**config.mk**
```make
export PLATFORM = sky130hd
export DESIGN_NAME = mul_arbiter_flat
export DESIGN_NICKNAME = d
export VERILOG_FILES = /design/src/rtl/mul_arbiter_pkg.sv /design/src/rtl/mul_arbiter_if.sv /design/src/rtl/rr_arbiter2.sv /design/src/rtl/mul_arbiter.sv /design/src/flat_wrapper.sv
export SDC_FILE = /design/constraint.sdc
export NUM_CORES = 1
export LEC_CHECK = 0
export CORE_AREA = 5 5 78 80
export DETAILED_ROUTE_END_ITERATION = 6
export DIE_AREA = 0 0 83 85
export GPL_TIMING_DRIVEN = 0
export HOLD_SLACK_MARGIN = 0.15
export PLACE_DENSITY = 0.74
export SLEW_MARGIN = 10
export SYNTH_ARGS = -nofsm -noshare
export SYNTH_HDL_FRONTEND = slang
export SYNTH_SLANG_ARGS = --single-unit
```
**constraint.sdc**
```tcl
create_clock -name i_w_clk -period 1.65 [get_ports i_w_clk]
set_input_delay 0.33 -clock i_w_clk [delete_from_list [all_inputs] [get_ports i_w_clk]]
set_output_delay 0.33 -clock i_w_clk [all_outputs]
set_load 0.01 [all_outputs]
```
**src/rtl/mul_arbiter_pkg.sv**
```systemverilog
// Shared definitions for the two-requester multiply arbiter: state encoding,
// default operand width and the round-robin pick function.
package mul_arbiter_pkg;

  localparam int unsigned c_data_width = 8;

  typedef enum logic [2:0] {
    ST_IDLE     = 3'd0,
    ST_WRITE    = 3'd1,
    ST_MULTIPLY = 3'd2,
    ST_DISPLAY  = 3'd3,
    ST_RESPOND  = 3'd4
  } state_t;

  // On a tie, favour whichever requester was not granted last.
  function automatic logic [1:0] rr_pick(input logic [1:0] req, input logic last);
    logic [1:0] pick;
    pick = 2'b00;
    case (req)
      2'b01:   pick = 2'b01;
      2'b10:   pick = 2'b10;
      2'b11:   pick = last ? 2'b01 : 2'b10;
      default: pick = 2'b00;
    endcase
    return pick;
  endfunction

endpackage

```
**src/rtl/mul_arbiter_if.sv**
```systemverilog
// Requester handshake and shared-datapath bus of mul_arbiter.
interface mul_arbiter_if
  import mul_arbiter_pkg::*;
#(
  parameter int unsigned p_data_width = c_data_width
);

  logic                      i_w_req_0;
  logic                      i_w_req_1;
  logic [p_data_width-1:0]   i_w_a_0;
  logic [p_data_width-1:0]   i_w_b_0;
  logic [p_data_width-1:0]   i_w_a_1;
  logic [p_data_width-1:0]   i_w_b_1;
  logic                      o_w_ack_0;
  logic                      o_w_ack_1;
  logic                      o_w_done_0;
  logic                      o_w_done_1;
  logic [2*p_data_width-1:0] o_w_result;
  logic [p_data_width-1:0]   o_w_a;
  logic [p_data_width-1:0]   o_w_b;
  logic                      o_w_write;
  logic                      o_w_multiply;
  logic                      o_w_display;
  logic [2*p_data_width-1:0] i_w_dp_out;

  modport slave (
    input  i_w_req_0, i_w_req_1, i_w_a_0, i_w_b_0, i_w_a_1, i_w_b_1, i_w_dp_out,
    output o_w_ack_0, o_w_ack_1, o_w_done_0, o_w_done_1, o_w_result,
           o_w_a, o_w_b, o_w_write, o_w_multiply, o_w_display
  );

  modport master (
    output i_w_req_0, i_w_req_1, i_w_a_0, i_w_b_0, i_w_a_1, i_w_b_1, i_w_dp_out,
    input  o_w_ack_0, o_w_ack_1, o_w_done_0, o_w_done_1, o_w_result,
           o_w_a, o_w_b, o_w_write, o_w_multiply, o_w_display
  );

endinterface

```
**src/rtl/rr_arbiter2.sv**
```systemverilog
// Two-way round-robin arbiter: one-hot grant from the request levels, pointer
// moves to the granted requester only when the grant is accepted.
module rr_arbiter2
  import mul_arbiter_pkg::*;
(
  input  logic       i_w_clk,
  input  logic       i_w_reset,
  input  logic [1:0] req,
  input  logic       accept,
  output logic [1:0] grant
);

  logic last_r;

  // Grant decode from current requests and last-grant pointer.
  always_comb begin
    grant = rr_pick(req, last_r);
  end

  // Last-grant pointer; resets to requester 1 so requester 0 wins the first tie.
  always_ff @(posedge i_w_clk or posedge i_w_reset) begin
    if (i_w_reset) begin
      last_r <= 1'b1;
    end else if (accept) begin
      last_r <= grant[1];
    end else begin
      last_r <= last_r;
    end
  end

endmodule

```
**src/rtl/mul_arbiter.sv**
```systemverilog
// Arbitrates two requesters onto a shared write/multiply/display datapath and
// returns the product to whichever requester was granted.
module mul_arbiter
  import mul_arbiter_pkg::*;
#(
  parameter int unsigned p_data_width = c_data_width
) (
  input  logic         i_w_clk,
  input  logic         i_w_reset,
  mul_arbiter_if.slave bus
);

  localparam int unsigned             c_res_width = 2 * p_data_width;
  localparam logic [p_data_width-1:0] c_op_zero   = {p_data_width{1'b0}};
  localparam logic [c_res_width-1:0]  c_res_zero  = {c_res_width{1'b0}};

  state_t                  state_r;
  state_t                  state_s;
  logic [1:0]              req_s;
  logic [1:0]              grant_s;
  logic [1:0]              ack_s;
  logic                    accept_s;
  logic [1:0]              done_r;
  logic                    owner_r;
  logic                    write_r;
  logic                    multiply_r;
  logic                    display_r;
  logic [p_data_width-1:0] a_r;
  logic [p_data_width-1:0] b_r;
  logic [c_res_width-1:0]  result_r;

  assign req_s    = {bus.i_w_req_1, bus.i_w_req_0};
  assign accept_s = |ack_s;

  rr_arbiter2 u_rr_arbiter2 (
    .i_w_clk   (i_w_clk),
    .i_w_reset (i_w_reset),
    .req       (req_s),
    .accept    (accept_s),
    .grant     (grant_s)
  );

  // Acceptance must land in the same IDLE cycle the request is seen, so it is
  // decoded from the state register rather than registered again.
  always_comb begin
    ack_s = 2'b00;
    if (!i_w_reset && (state_r == ST_IDLE)) begin
      ack_s = grant_s;
    end else begin
      ack_s = 2'b00;
    end
  end

  // Next-state decode; everything past IDLE walks the fixed pipeline.
  always_comb begin
    state_s = state_r;
    case (state_r)
      ST_IDLE: begin
        if (accept_s) begin
          state_s = ST_WRITE;
        end else begin
          state_s = ST_IDLE;
        end
      end
      ST_WRITE:    state_s = ST_MULTIPLY;
      ST_MULTIPLY: state_s = ST_DISPLAY;
      ST_DISPLAY:  state_s = ST_RESPOND;
      ST_RESPOND:  state_s = ST_IDLE;
      default:     state_s = ST_IDLE;
    endcase
  end

  // State register.
  always_ff @(posedge i_w_clk or posedge i_w_reset) begin
    if (i_w_reset) begin
      state_r <= ST_IDLE;
    end else begin
      state_r <= state_s;
    end
  end

  // Strobes and done are registered from the next state so each one is high
  // for exactly the cycle spent in its state.
  always_ff @(posedge i_w_clk or posedge i_w_reset) begin
    if (i_w_reset) begin
      write_r    <= 1'b0;
      multiply_r <= 1'b0;
      display_r  <= 1'b0;
      done_r     <= 2'b00;
    end else begin
      write_r    <= (state_s == ST_WRITE);
      multiply_r <= (state_s == ST_MULTIPLY);
      display_r  <= (state_s == ST_DISPLAY);
      done_r     <= (state_s == ST_RESPOND) ? (owner_r ? 2'b10 : 2'b01) : 2'b00;
    end
  end

  // Operand latch doubles as the datapath drive; cleared when DISPLAY ends,
  // which is also when the product is captured.
  always_ff @(posedge i_w_clk or posedge i_w_reset) begin
    if (i_w_reset) begin
      owner_r  <= 1'b0;
      a_r      <= c_op_zero;
      b_r      <= c_op_zero;
      result_r <= c_res_zero;
    end else if (accept_s) begin
      owner_r  <= ack_s[1];
      a_r      <= ack_s[1] ? bus.i_w_a_1 : bus.i_w_a_0;
      b_r      <= ack_s[1] ? bus.i_w_b_1 : bus.i_w_b_0;
      result_r <= result_r;
    end else if (state_r == ST_DISPLAY) begin
      owner_r  <= owner_r;
      a_r      <= c_op_zero;
      b_r      <= c_op_zero;
      result_r <= bus.i_w_dp_out;
    end else begin
      owner_r  <= owner_r;
      a_r      <= a_r;
      b_r      <= b_r;
      result_r <= result_r;
    end
  end

  assign bus.o_w_ack_0    = ack_s[0];
  assign bus.o_w_ack_1    = ack_s[1];
  assign bus.o_w_done_0   = done_r[0];
  assign bus.o_w_done_1   = done_r[1];
  assign bus.o_w_result   = result_r;
  assign bus.o_w_a        = a_r;
  assign bus.o_w_b        = b_r;
  assign bus.o_w_write    = write_r;
  assign bus.o_w_multiply = multiply_r;
  assign bus.o_w_display  = display_r;

endmodule

```
**src/flat_wrapper.sv**
```systemverilog
// flat-port wrapper written by rule: the top's interface ports become plain ports
module mul_arbiter_flat import mul_arbiter_pkg::*;
#(
  parameter int unsigned p_data_width = c_data_width
)
  (i_w_clk, i_w_reset, bus_i_w_req_0, bus_i_w_req_1, bus_i_w_a_0, bus_i_w_b_0, bus_i_w_a_1, bus_i_w_b_1, bus_i_w_dp_out, bus_o_w_ack_0, bus_o_w_ack_1, bus_o_w_done_0, bus_o_w_done_1, bus_o_w_result, bus_o_w_a, bus_o_w_b, bus_o_w_write, bus_o_w_multiply, bus_o_w_display);
  mul_arbiter_if #(.p_data_width(p_data_width)) bus_i ();
  input  logic i_w_clk;
  input  logic i_w_reset;
  input wire logic [$bits(bus_i.i_w_req_0)-1:0] bus_i_w_req_0;
  input wire logic [$bits(bus_i.i_w_req_1)-1:0] bus_i_w_req_1;
  input wire logic [$bits(bus_i.i_w_a_0)-1:0] bus_i_w_a_0;
  input wire logic [$bits(bus_i.i_w_b_0)-1:0] bus_i_w_b_0;
  input wire logic [$bits(bus_i.i_w_a_1)-1:0] bus_i_w_a_1;
  input wire logic [$bits(bus_i.i_w_b_1)-1:0] bus_i_w_b_1;
  input wire logic [$bits(bus_i.i_w_dp_out)-1:0] bus_i_w_dp_out;
  output wire logic [$bits(bus_i.o_w_ack_0)-1:0] bus_o_w_ack_0;
  output wire logic [$bits(bus_i.o_w_ack_1)-1:0] bus_o_w_ack_1;
  output wire logic [$bits(bus_i.o_w_done_0)-1:0] bus_o_w_done_0;
  output wire logic [$bits(bus_i.o_w_done_1)-1:0] bus_o_w_done_1;
  output wire logic [$bits(bus_i.o_w_result)-1:0] bus_o_w_result;
  output wire logic [$bits(bus_i.o_w_a)-1:0] bus_o_w_a;
  output wire logic [$bits(bus_i.o_w_b)-1:0] bus_o_w_b;
  output wire logic [$bits(bus_i.o_w_write)-1:0] bus_o_w_write;
  output wire logic [$bits(bus_i.o_w_multiply)-1:0] bus_o_w_multiply;
  output wire logic [$bits(bus_i.o_w_display)-1:0] bus_o_w_display;
  assign bus_i.i_w_req_0 = bus_i_w_req_0;
  assign bus_i.i_w_req_1 = bus_i_w_req_1;
  assign bus_i.i_w_a_0 = bus_i_w_a_0;
  assign bus_i.i_w_b_0 = bus_i_w_b_0;
  assign bus_i.i_w_a_1 = bus_i_w_a_1;
  assign bus_i.i_w_b_1 = bus_i_w_b_1;
  assign bus_i.i_w_dp_out = bus_i_w_dp_out;
  assign bus_o_w_ack_0 = bus_i.o_w_ack_0;
  assign bus_o_w_ack_1 = bus_i.o_w_ack_1;
  assign bus_o_w_done_0 = bus_i.o_w_done_0;
  assign bus_o_w_done_1 = bus_i.o_w_done_1;
  assign bus_o_w_result = bus_i.o_w_result;
  assign bus_o_w_a = bus_i.o_w_a;
  assign bus_o_w_b = bus_i.o_w_b;
  assign bus_o_w_write = bus_i.o_w_write;
  assign bus_o_w_multiply = bus_i.o_w_multiply;
  assign bus_o_w_display = bus_i.o_w_display;
  mul_arbiter #(.p_data_width(p_data_width)) u_core (.i_w_clk(i_w_clk), .i_w_reset(i_w_reset), .bus(bus_i));
endmodule
```
# After elaboration in Yosys (flattened, before gate mapping)
# Cells that the tools add are included.
dict set report classes {
  add_sub_neg 0
  multipliers 0
  div 0
  order_cmp 0
  eq_ne 10
  n_shift 0
  mux 12
  bitwise 1
  reduce_logical 6
}
# cell n
set ops {}
lappend ops {{8-bit 2-to-1 mux} 5}
lappend ops {{3-bit by 2-bit equality test with 1-bit output (second input constant)} 4}
lappend ops {{3-bit one-hot mux with 4 select lines} 1}
lappend ops {{2-bit 2-to-1 mux} 4}
lappend ops {{3-bit by 1-bit equality test with 1-bit output (second input constant)} 2}
lappend ops {{2-bit one-hot mux with 3 select lines} 1}
lappend ops {{2-bit equality test (second input constant)} 2}
lappend ops {{3-bit equality test (second input constant)} 1}
lappend ops {{3-bit logical NOT} 1}
lappend ops {{2-bit by 1-bit equality test with 1-bit output (second input constant)} 1}
lappend ops {{2-bit AND reduction} 1}
lappend ops {{2-bit nonzero test} 1}
lappend ops {{2-bit OR reduction} 1}
lappend ops {{1-bit logical AND} 1}
lappend ops {{1-bit logical NOT} 1}
lappend ops {{1-bit 2-to-1 mux} 1}
lappend ops {{1-bit inverter} 1}
dict set report word_totals {
  ff_bits 42
  latch_bits 0
  mem_bits_rw 0
  mem_bits_ro 0
  in_bits 52
  output_inout_bits 39
  wordCells 39
  n_memories 0
}

# Depth between registers and ports, before layout
dict set report depth {
  ltp_word 8
  mapped_depth 6
}

# By module
# A second synthesis with hierarchy kept.
dict set report hier_totals {
  cells_unflattened 138
  area_unflattened_um2 1773.0
}
# mod n_inst cells_each area_per_inst_um2 seq_area_each_um2
set modules_own_cells {}
lappend modules_own_cells {mul_arbiter 1 132 1705.4 1026.0}
lappend modules_own_cells {rr_arbiter2 1 6 67.6 26.3}

# Least setup slack after synthesis
# OpenSTA, ideal clock, no wires.
dict set report synth_path {
  kind {register to output}
  from {register u_core.state_r[1]}
  to {output bus_o_w_ack_1}
  t_arrival_ns 1.332
  required_time_ns 1.320
  path_slack_ns -0.012
  stages_incl_launch_ff 5
  path_buffers 2
  path_cell_list {dfrtp_1 or4_1 buf_2 buf_6 nor2_4}
}
dict set report synth_between {
  elab_chain_cells 3
}
# item line
set synth_lines {}
lappend synth_lines {{start, declared} mul_arbiter.sv:17} ;# state_t state_r;
lappend synth_lines {{start signal, assigned} mul_arbiter.sv:78} ;# state_r <= state_s;
lappend synth_lines {{3-bit logical NOT} mul_arbiter.sv:47} ;# if (!i_w_reset && (state_r == ST_IDLE)) begin
lappend synth_lines {{1-bit logical AND} mul_arbiter.sv:47}
lappend synth_lines {{2-bit 2-to-1 mux} mul_arbiter.sv:47}
lappend synth_lines {{end, declared} flat_wrapper.sv:18} ;# output wire logic [$bits(bus_i.o_w_ack_1)-1:0] bus_o_w_ack_1;
# Every way passes these cells.

# Worst setup path after layout
# Ends and elaborated chain as after synthesis.

==> metrics.md <==
| Metric | Value |
|---|---|
| Worst-Margin Slew | `0.536 ns` |
| Most frequent cells in the layout | `clkdlybuf4s50_1, dfrtp_1, mux2_2, buf_4` |
| R2R setup slack | `-0.27 ns` |
| CTS buffer count | `5` |
| Top area cells in the synthesized netlist | `dfrtp_1, mux2_2, a22oi_1` |
| Failing checks | `negative setup slack` |
| Pins over their slew limit | `0` |
| Row cnt | `27` |
| Yosys cell types | `25` |
| Cell family with the largest share of critical-path delay | `simple AND/OR/NAND/NOR gates` |
| CP Max Fanout | `4` |
| Placed Instances | `321` |
| Fmax | `around 0.5 GHz` |
| HPWL after DPL | `slightly below 4000 um` |
| DR vias/cell | `slightly above 5` |
| Placed Area | `about 2900 sq um` |
| Required time worst endpoint | `1.32 ns` |
| Top cell type's share of synthesized area | `between 50% and 60%` |
| Gr ovfl total | `0` |
| CP Capture Type | `primary output` |
| ANT cells | `0` |
| Final min period | `2.04 ns` |
| DRC viols | `0` |
| WL final | `between 5000 and 6000 um` |
| Pwr dens | `around 1700 nW/um^2` |
| Worst relative slew slack | `between 60 and 70%` |
| Mapped Avg Cell Area | `roughly 12 sq um` |
| Fin crit share | `124%` |
| Clock slew at reported path FFs | `approximately 0.070 ns` |
| Max-cap violations | `0` |
| Slowest CP cell | `or4_4` |
| Syn_nets | `210` |
| Pre-CTS setup slack | `-0.892 ns` |
| CP cell instances | `buf_6, or4_4, buf_8, nor2_4, buf_6` |
| Cells after Synth | `about 160` |
| Chip height | `about 85 um` |
| Aggregate global-route resource usage | `16.0%` |
| Arrival time at the worst endpoint | `1.71 ns` |
| Reg2Reg Depth | `10` |
| Final WS setup | `-0.392 ns` |
| Top Ports | `91` |
| H-tree levels | `2` |
| Initial DRC Count | `46` |
| Drt first pass iters | `5` |
| Port Buf Inserts | `90` |
| Commonest non-fill, non-tap cell in the layout | `clkdlybuf4s50_1` |
| LEAKAGE | `about 1.4 nW` |
| Placer Congestion | `0.803` |
| DRT antenna net count | `0` |
| Crit path largest cell delay | `roughly 0.55 ns` |
| Worst-Skew Late Latency | `just under 0.3 ns` |
| Initial antenna violation count | `0` |
| Final std cells w/o fill | `approximately 350` |
| Initial cell density of the core | `34.6%` |
| Area growth syn-to-layout | `83.8%` |
| Crit start category | `flop` |
| RSZ-0062 raised after global routing | `yes` |
| DR WL/cell | `between 15 and 20 um` |
| Yosys reg bits | `between 40 and 50` |
| Hold Path Class | `in -> async` |
| Vias post-DR | `about 1800` |
| Post-layout util | `63.5%` |
| Hold-fix buffers, CTS | `0` |
| Final setup viols | `21` |
| First-pass GRT wire length | `9250 um` |
| FF-to-FF Start | `u_core.state_r[1]` |
| Die X | `between 80 and 90 um` |
| Dominant cell type by area after synthesis | `dfrtp_1` |
| VDD IR-drop max | `between 0.0007 and 0.0008 V` |
| Pin count of the biggest net entering global routing | `25` |
| Die area | `roughly 7000 sq um` |
| CP Class | `reg -> out` |
| Buf/Inv on CP | `3` |
| Clk root buf | `clkbuf_8` |
| Fin nets | `334` |
| Setup_tns | `-2.66 ns` |
| Fin area | `~3400 sq um` |
| Synthesized cell area | `1850 sq um` |
| Vias in the first global route | `around 1800` |
| CP most frequent cell | `buf_6` |
| Final Hold Vio Count | `0` |
| Layout Skew | `0.00499 ns` |
| Power after layout | `just under 6 mW` |
| Share of cells above drive strength 1 | `32.4%` |
| RR Endpoint | `u_core.owner_r` |
| Longest Clk Path Bufs | `2` |
| Status | `finished, violations left` |
| Fill cells | `448` |
| YS warnings | `0` |
| Core ar. | `between 5000 and 6000 sq um` |
| Sequential area share after synthesis | `roughly 57%` |
| CTS tree | `yes` |
| Hold WS | `between 0.2 and 0.25 ns` |
| CTS sink count | `42` |
-- worst reg2reg max path, delay by kind of cell (launching register included) --
family	cells	cell delay, ns
simple gates	2	0.46
buf+inv	7	0.82
flops	1	0.40
compound gates	1	0.14
-- per-layer routing --
layer	vias to the layer above	global-route usage [%]	share of wire (%)
met4	0	3.12	0.74
met2	77	27.9	50
met3	6	3.98	6.3
met5	-	0	0
li1	838	-	-
met1	900	20.3	43
-- final cells by class --
type	instances	area, sq um	area share, %
timing repair buffer	118	1210	35.7
sequential	42	1050	31.0
multi-input combinational	99	827	24.4
buffer	13	118	3.47
tap	72	90.1	2.66
clock buffer	6	82.6	2.43
inverter	3	11.3	0.332
-- power by group --
group	switching, mW	internal [mW]	total, mW
Sequential	0.271	1.55	1.82
Clock	0.325	0.323	0.648
Combinational	1.35	2.01	3.36
Total	1.95	3.88	5.83
-- cell usage after synthesis --
cell and instances:
nor2_1 1, nand2_1 1, nor4_4 1, nor2_4 1, dfstp_2 1, nor3b_1 2, a21boi_1 1, dfrtp_1 41
o21ai_1 9, buf_2 9, a22oi_1 16, buf_6 2, o21ai_0 7, mux2_2 16, and2_1 2, a31oi_1 17
or2_2 3, a21bo_2 1, a21oi_1 2, inv_1 3, nand3_1 16, a21o_1 1, or4_1 1, nand3b_1 1
clkbuf_1 3
-- how the worst max path moves through the flow --
stage,startpoint,endpoint,slack (ns),cells past startpoint
finish,u_core.state_r[1],bus_o_w_ack_1,-0.39,5
global route,u_core.state_r[1],bus_o_w_ack_1,-0.43,5
CTS,u_core.state_r[2],bus_o_w_ack_1,-0.37,5
detailed placement,i_w_reset,bus_o_w_ack_1,-0.89,6
global placement,i_w_reset,bus_o_w_ack_1,-0.89,6
floorplan,u_core.state_r[1],bus_o_w_ack_1,0.004,4
-- kinds of logic after synthesis --
group / after synthesis / synth area share [%]
AOI/OAI and AO/OA: 54 / 18.5
buffers and inverters: 17 / 4.88
DFF: 42 / 57.0
muxes: 16 / 9.76
and+or+nand+nor: 29 / 9.83
-- timing repair --
item                       CTS  global route
gates resized for setup     31            35
pin swaps                    8            19
setup buffers               18             7
cloned                       2             1
setup endpoints to repair   15            32
-- registers in the layout (all words and copies together) (netlist names) --
name                         cells
u_core.bus.o_w_multiply          1
u_core.bus.o_w_write             1
u_core.owner_r                   1
u_core.state_r                   3
u_core.bus.o_w_b                 8
u_core.bus.o_w_display           1
u_core.u_rr_arbiter2.last_r      1
u_core.done_r                    2
u_core.bus.o_w_a                 8
u_core.bus.o_w_result           16
Note: power is estimated with default switching activity, not from simulation.
